[config.mk]
export PLATFORM = sky130hd
export DESIGN_NAME = path_delay_meter
export DESIGN_NICKNAME = d
export VERILOG_FILES = /design/src/rtl/path_delay_meter.sv
export SDC_FILE = /design/constraint.sdc
export NUM_CORES = 1
export LEC_CHECK = 0
export ABC_AREA = 1
export BUFFER_PORTS_ARGS = -buffer_cell sky130_fd_sc_hd__buf_2
export CAP_MARGIN = 0
export CORE_UTILIZATION = 35
export CTS_CLUSTER_DIAMETER = 200
export DETAILED_ROUTE_END_ITERATION = 8
export PLACE_DENSITY = 0.57
export SLEW_MARGIN = 20
export SYNTH_ARGS = -nofsm -noshare
export SYNTH_HDL_FRONTEND = slang
export SYNTH_SLANG_ARGS = --single-unit
[constraint.sdc]
create_clock -name clk -period 1.99 [get_ports clk]
set_clock_uncertainty 0.15 [all_clocks]
set_input_delay 0.597 -clock clk [delete_from_list [all_inputs] [get_ports clk]]
set_output_delay 0.597 -clock clk [all_outputs]
set_load 0.05 [all_outputs]
[src/rtl/path_delay_meter.sv]
// path_delay_meter: measures, in clk cycles, how long the capture signal y
// takes to follow a transition of the launch signal a.
//
// Optional build macro: PATH_DELAY_MINMAX_EN adds the dmin/dmax running
// minimum/maximum outputs. Without it those ports and their logic are absent.
//
// Handshake/pulse semantics: valid, timeout and overrun are registered,
// single-cycle pulses that appear in the cycle following the clock edge that
// decided them. delay is stable whenever valid is high and keeps its value
// until the next successful measurement. At most one pulse is high per cycle.
// busy is a direct decode of the FSM state (high only in MEASURE), so it also
// serves as the observable FSM state for checkers.
module path_delay_meter #(
  parameter int CNT_W   = 8,
  parameter int TIMEOUT = 200
) (
  input  logic             clk,
  input  logic             rst,
  input  logic             en,
  input  logic             a,
  input  logic             y,
`ifdef PATH_DELAY_MINMAX_EN
  output logic [CNT_W-1:0] dmin,
  output logic [CNT_W-1:0] dmax,
`endif
  output logic [CNT_W-1:0] delay,
  output logic             valid,
  output logic             timeout,
  output logic             overrun,
  output logic             busy
);

  localparam logic [CNT_W-1:0] TIMEOUT_C = CNT_W'(TIMEOUT);
  localparam logic [CNT_W-1:0] ONE_C     = CNT_W'(1);

  typedef enum logic {
    IDLE    = 1'b0,
    MEASURE = 1'b1
  } state_t;

  // Datapath action decided by the next-state logic for the current edge.
  typedef enum logic [2:0] {
    ACT_NONE    = 3'd0,
    ACT_ZERO    = 3'd1,  // y already equals a at the launch edge
    ACT_START   = 3'd2,  // begin a new measurement
    ACT_RESTART = 3'd3,  // a toggled again mid-measurement
    ACT_DONE    = 3'd4,  // y reached the target
    ACT_TIMEOUT = 3'd5,  // gave up waiting for y
    ACT_COUNT   = 3'd6   // keep waiting
  } act_t;

  state_t           state;
  state_t           next_state;
  act_t             act;
  logic             a_q;
  logic             target;
  logic [CNT_W-1:0] cnt;
  logic             launch;
  logic             meas_done;
  logic [CNT_W-1:0] d_new;

  assign launch    = (a != a_q);
  // A successful measurement: either the zero-delay case or y catching up.
  assign meas_done = (act == ACT_ZERO) || (act == ACT_DONE);
  assign d_new     = (act == ACT_DONE) ? cnt : '0;

  // State register.
  always_ff @(posedge clk or posedge rst) begin
    if (rst) begin
      state <= IDLE;
    end else begin
      state <= next_state;
    end
  end

  // Next-state and action selection; a fresh launch edge in MEASURE wins
  // over both completion and timeout so a glitchy a never yields a bogus delay.
  always_comb begin
    next_state = state;
    act        = ACT_NONE;
    case (state)
      IDLE: begin
        if (en && launch) begin
          if (y == a) begin
            act = ACT_ZERO;
          end else begin
            act        = ACT_START;
            next_state = MEASURE;
          end
        end
      end
      MEASURE: begin
        if (launch) begin
          act = ACT_RESTART;
        end else if (y == target) begin
          act        = ACT_DONE;
          next_state = IDLE;
        end else if (cnt == TIMEOUT_C) begin
          act        = ACT_TIMEOUT;
          next_state = IDLE;
        end else begin
          act = ACT_COUNT;
        end
      end
    endcase
  end

  // Output decode: busy mirrors the MEASURE state.
  always_comb begin
    busy = (state == MEASURE);
  end

  // Datapath: launch history, target/counter and the registered result pulses.
  always_ff @(posedge clk or posedge rst) begin
    if (rst) begin
      a_q     <= 1'b0;
      target  <= 1'b0;
      cnt     <= '0;
      delay   <= '0;
      valid   <= 1'b0;
      timeout <= 1'b0;
      overrun <= 1'b0;
    end else begin
      a_q     <= a;
      valid   <= meas_done;
      timeout <= (act == ACT_TIMEOUT);
      overrun <= (act == ACT_RESTART);
      if (meas_done) begin
        delay <= d_new;
      end
      case (act)
        ACT_START, ACT_RESTART: begin
          target <= a;
          cnt    <= ONE_C;
        end
        // cnt never passes TIMEOUT, which is below 2^CNT_W, so it cannot wrap.
        ACT_COUNT: cnt <= cnt + ONE_C;
        default: ;
      endcase
    end
  end

`ifdef PATH_DELAY_MINMAX_EN
  // Running extremes of every successful measurement; timeouts and overruns
  // never reach here because they do not raise meas_done.
  always_ff @(posedge clk or posedge rst) begin
    if (rst) begin
      dmin <= '1;
      dmax <= '0;
    end else if (meas_done) begin
      if (d_new < dmin) dmin <= d_new;
      if (d_new > dmax) dmax <= d_new;
    end
  end
`endif

endmodule

==> results of run 1 <==
==> per-stage QoR <==
| stage | utilization (%) | instance area [µm²] |
|---|---|---|
| floorplan | - | 1117 |
| global placement | 41.52 | 1267 |
| finish | 42.70 | 1304 |
| global route | 42.70 | 1304 |
| detailed placement | 41.52 | 1267 |
| CTS | 42.70 | 1304 |
==> layer usage <==
| metal | GRT usage [%] | vias up | part of all wire [%] |
|---|---|---|---|
| met4 | 8.503 | 0 | 2.4 |
| met3 | 1.319 | 4 | 3.7 |
| met2 | 24.30 | 23 | 47 |
| met5 | 0 | - | 0 |
| met1 | 17.39 | 372 | 47 |
| li1 | - | 452 | - |
==> kinds of logic after synthesis <==
family,synth area share (%)
AOI/OAI and AO/OA,5.487
and+or+nand+nor,31.02
xor gates and xnor gates,4.703
adders and majority gates,2.239
buffers and inverters,7.279
DFF,49.27
==> power by group through the flow <==
stage          logic [mW]  registers, mW  clock network [mW]
2_1_floorplan       0.406          0.760                   0
3_3_place_gp        0.724          0.585                   0
3_5_place_dp        0.733          0.584                   0
4_1_cts             0.732          0.576               0.257
5_1_grt             0.808          0.586               0.263
6_report            0.725          0.575               0.241
==> cell type report <==
cell class / count / area, µm² / share of cell area, %
flip-flops and latches: 22 / 550.5 / 42.23
multi-input cells: 86 / 485.5 / 37.24
repair buffers: 18 / 95.09 / 7.294
inverters: 19 / 81.33 / 6.238
well taps: 44 / 55.05 / 4.223
clock buffers: 4 / 36.28 / 2.783
==> state kept, by name (all words and copies together), names as in the netlist <==
signal,cells
overrun,1
valid,1
target,1
busy,1
a_q,1
delay,8
cnt,8
timeout,1
==> worst paths after layout <==
path                       cells past startpoint  slack, ns                    to
hold reg to reg                                2       0.35  delay[2]$_DFFE_PP0P_
hold / removal                                 3       0.15     timeout$_DFF_PP0_
max in group asynchronous                      3       1.30    cnt[6]$_DFFE_PP0P_
min in group clk                               1       0.30         a_q$_DFF_PP0_
setup / recovery                              11       0.26  delay[6]$_DFFE_PP0P_
setup reg to reg                              11       0.26  delay[6]$_DFFE_PP0P_
==> placed cells by master (no fill, tap or decap), drive strengths merged <==
cell,synthesis,layout
nand2,45,45
dfrtp,22,22
buf,0,18
inv,18,18
nand3,15,15
xor2,5,5
o22ai,5,5
nor2,5,5
clkbuf,0,4
o21ai,3,3
nor3,2,2
ha,2,2
clkinv,1,1
nand4,1,1
a21oi,1,1
a31oi,1,1
xnor2,1,1
==> critical path, cell delays in order, from the launching register on <==
cell	delay, ns
dfrtp_1	0.44
inv_1	0.09
ha_1	0.14
nand2_1	0.06
nor2_1	0.12
nand3_1	0.09
nand2_1	0.10
nand2_1	0.09
inv_1	0.10
nand3_4	0.12
nand3_1	0.10
nand2_1	0.05
==> results_dict.tcl, run 1 <==
set metrics [dict create \
    synth_area_leaders "dfrtp_1, nand2_1, nand3_1, inv_1, xor2_1" \
    vdd_drop_max_mv 0.3970 \
    dp_hpwl_um 1577 \
    vias 851 \
    setup.worst_path.class "reg2reg" \
    r2r_start "cnt[1]$_DFFE_PP0P_" \
    post-place-ws_ns 0.08750 \
    status "complete, no violations" \
    syn_area_mm2 0.001117 \
    die_w_um 58.50 \
    tightest_slew_ns 0.2863 \
    synth.most_common_cell "nand2_1" \
    ant_nets 0 \
    synth-async-reset-ratio_pct 100.0 \
    rsz0062_at_grt "false" \
    cts_buffer_depth 2 \
    syn_avg_cell_area_um2 8.798 \
    p_sw_share_pct 45.70 \
    syn_inst 127 \
    dr.pass1.iters 4 \
    area_growth_pct 16.69 \
    core_area_mm2 0.003053 \
    placedCellCount 189 \
    clock_sinks 22 \
    yosys_warnings 0 \
    antenna_found_initial 0 \
    startpoint_type "flip-flop" \
    fin_cells 193 \
    synth_edf_count 0 \
    top_level_ports 17 \
    pwr-share-comb_pct 47.0 \
    cts-root-buf "clkbuf_4" \
    crit_required_ns 2.04 \
    hp-class "in2async" \
    post_drt_wl_per_cell_um 10.46 \
    rows 20 \
    die_area_mm2 0.003422 \
    p_int_uw 836.6 \
    portBuffers 16 \
    antenna_cells 0 \
    path_max_fanout 9 \
    finalNetCount 157 \
    end_kind "flip-flop" \
    yosys.area.top_type "dfrtp_1" \
    grt_max_degree 23 \
    clkTransAtPathRegs_ns 0.12 \
    gr-total-overflow 0 \
    powerDensity_mw_per_mm2 1182 \
    viasPerCell 4.409 \
    tns_ns 0 \
    hold_buffers 0 \
    htreeDepth 1 \
    maxCapViolCount 0 \
    cts_resized 0 \
    fin_total_pwr_mw 1.541 \
    drtIter0Drc 46 \
    initial_core_util_pct 36.60 \
    fillers 331 \
    place_congestion 0.7696 \
    yosysTopAreaCellShare_pct 49.27 \
    min_period_ns 1.733 \
    grt_pass1_wl_um 3608 \
    grt_pass1_vias 851 \
    die_h_um 58.50 \
    cts_tree "built" \
    final_max_slew_viol_count 0 \
    min_period_over_period_pct 87.10 \
    hold_slack_ns 0.1478 \
    cts_buffers 3 \
    setup_viol 0 \
    clock_latency_ns 0.30 \
    p_seq_share_pct 37.3 \
    synthFlopType "dfrtp_1" \
    fmax_mhz 577.0 \
    worst_slack_ns 0.2568 \
    slew_headroom_pct 80.92 \
    grt_util_all_layers_pct 14.21 \
    synthesis.nets 134 \
    synth-seq-cells 22 \
    drcViolationCount 0 \
    cp-startpoint "cnt[1]$_DFFE_PP0P_" \
    finalHoldViolCount 0 \
    leakage_nw 0.6914 \
    arrival_ns 1.78 \
    synth_cell_type_count 23 \
    postCtsSetupBuffers 0 \
    drt_wl_total_um 2019 \
    synth_common_cells "nand2_1, dfrtp_1, inv_1, nand3_1" \
    ys_seq_area_share_pct 49.27 \
    p_switching_uw 704.2 \
    drive_gt1_share_pct 24.16 \
    power_frac_clock_pct 15.6 \
]
Note: power is estimated with default switching activity, not from simulation.
==> run 2: changes to the inputs <==
--- a/config.mk
+++ b/config.mk
@@ -11,6 +11,7 @@
 export CORE_UTILIZATION = 35
 export CTS_CLUSTER_DIAMETER = 200
 export DETAILED_ROUTE_END_ITERATION = 8
+export MAX_ROUTING_LAYER = met4
 export PLACE_DENSITY = 0.57
 export SLEW_MARGIN = 20
 export SYNTH_ARGS = -nofsm -noshare
==> results_dict.tcl, run 2 (synthesis results as in run 1) <==
set metrics [dict create \
    core_area_mm2 0.003053 \
    cts-root-buf "clkbuf_4" \
    place_congestion 0.7800 \
    fillers 331 \
    p_int_uw 836.8 \
    ant_nets 0 \
    fin_util_pct 42.70 \
    rsz0062_at_grt "false" \
    dr.pass1.iters 4 \
    post-place-ws_ns 0.08750 \
    cts_buffer_depth 2 \
    status "complete, no violations" \
    post_drt_wl_per_cell_um 10.51 \
    tns_ns 0 \
    clkTransAtPathRegs_ns 0.12 \
    gr-total-overflow 0 \
    cts_resized 0 \
    initial_core_util_pct 36.60 \
    pwr-share-comb_pct 47.1 \
    vdd_drop_max_mv 0.3976 \
    hold_buffers 0 \
    htreeDepth 1 \
    setup.worst_path.class "reg2reg" \
    drtIter0Drc 46 \
    die_w_um 58.50 \
    multi_input_area_um2 485.5 \
    reg_top3 "cnt (8), delay (8)" \
    max_stage_delay_ns 0.44 \
    grt_pass1_wl_um 3629 \
    worst_slack_ns 0.2541 \
    drt_wl_total_um 2028 \
    min_period_ns 1.736 \
    path_max_fanout 9 \
    area_growth_pct 16.69 \
    slowest_stage "dfrtp_1" \
    crit_top_cell "nand2_1" \
    place_area_mm2 0.001267 \
    placedCellCount 189 \
    finalNetCount 157 \
    startpoint_type "flip-flop" \
    setup_viol 0 \
    clock_latency_ns 0.30 \
    die_area_mm2 0.003422 \
    p_switching_uw 705.6 \
    arrival_ns 1.79 \
    cts_tree "built" \
    dp_hpwl_um 1577 \
    vias 848 \
    layout_common_cells "nand2_1, dfrtp_1, buf_2, inv_1, nand3_1" \
    rows 20 \
    hold_slack_ns 0.1478 \
    slew_headroom_pct 80.88 \
    drcViolationCount 0 \
    end_kind "flip-flop" \
    hp-class "in2async" \
    antenna_cells 0 \
    p_sw_share_pct 45.75 \
    drive_gt1_share_pct 24.16 \
    design_area_mm2 0.001304 \
    top_level_ports 17 \
    p_seq_share_pct 37.3 \
    powerDensity_mw_per_mm2 1183 \
    fin_total_pwr_mw 1.542 \
    regArea_um2 550.5 \
    final_max_slew_viol_count 0 \
    power_frac_clock_pct 15.6 \
    grt_max_degree 23 \
    grt_pass1_vias 852 \
    portBuffers 16 \
    tightest_slew_ns 0.2867 \
    leakage_nw 0.6914 \
    grt_util_all_layers_pct 14.68 \
    postCtsSetupBuffers 0 \
    viasPerCell 4.394 \
    fmax_mhz 576.1 \
    min_period_over_period_pct 87.23 \
    finalHoldViolCount 0 \
    clock_sinks 22 \
    maxCapViolCount 0 \
    crit_required_ns 2.04 \
    antenna_found_initial 0 \
    fin_cells 193 \
    cts_buffers 3 \
    final_common_cell "nand2_1" \
    path_cells "inv_1 -> ha_1 -> nand2_1 -> nor2_1 -> nand3_1 -> nand2_1 -> nand2_1 -> inv_1 -> nand3_4 -> nand3_1 -> nand2_1" \
    die_h_um 58.50 \
]
-- run 2: cell counts in the layout (fill, tap and decap cells not counted) --
No cell type changed its count.
-- run 2: critical path: cells and delay by family (launching register included) --
| kind | cells | cell delay, ns |
|---|---|---|
| flops | 1 | 0.44 |
| buf+inv | 2 | 0.19 |
| simple gates | 8 | 0.73 |
| fa+ha+maj | 1 | 0.14 |
-- run 2: final cells by class --
cell class | instances | area share [%]
flip-flops and latches | 22 | 42.23
inverters | 19 | 6.238
repair buffers | 18 | 7.294
clock buffers | 4 | 2.783
multi-input cells | 86 | 37.24
well taps | 44 | 4.223
-- run 2: power groups by stage --
stage               registers (mW)  clock network (mW)  logic (mW)
global placement             0.585                   0       0.724
CTS                          0.576               0.257       0.732
floorplan                    0.760                   0       0.406
global route                 0.586               0.263       0.809
detailed placement           0.584                   0       0.733
finish                       0.576               0.241       0.726
-- run 2: metal layers --
metal / wire length (µm) / vias to the layer above / global-route usage [%]
li1: - / 450 / -
met1: 949 / 371 / 17.39
met2: 958 / 23 / 24.47
met3: 75 / 4 / 1.319
met4: 45 / 0 / 8.503
met5: 0 / - / -
-- run 2: final timing paths --
kind / startpoint / to / slack, ns / cells past startpoint
worst max register to register: cnt[1]$_DFFE_PP0P_ / delay[6]$_DFFE_PP0P_ / 0.25 / 11
worst min-delay path: rst / timeout$_DFF_PP0_ / 0.15 / 3
worst min register to register: delay[2]$_DFFE_PP0P_ / delay[2]$_DFFE_PP0P_ / 0.35 / 2
worst max-delay path: cnt[1]$_DFFE_PP0P_ / delay[6]$_DFFE_PP0P_ / 0.25 / 11
min in group clk: a / a_q$_DFF_PP0_ / 0.30 / 1
max in group asynchronous: rst / cnt[6]$_DFFE_PP0P_ / 1.30 / 3
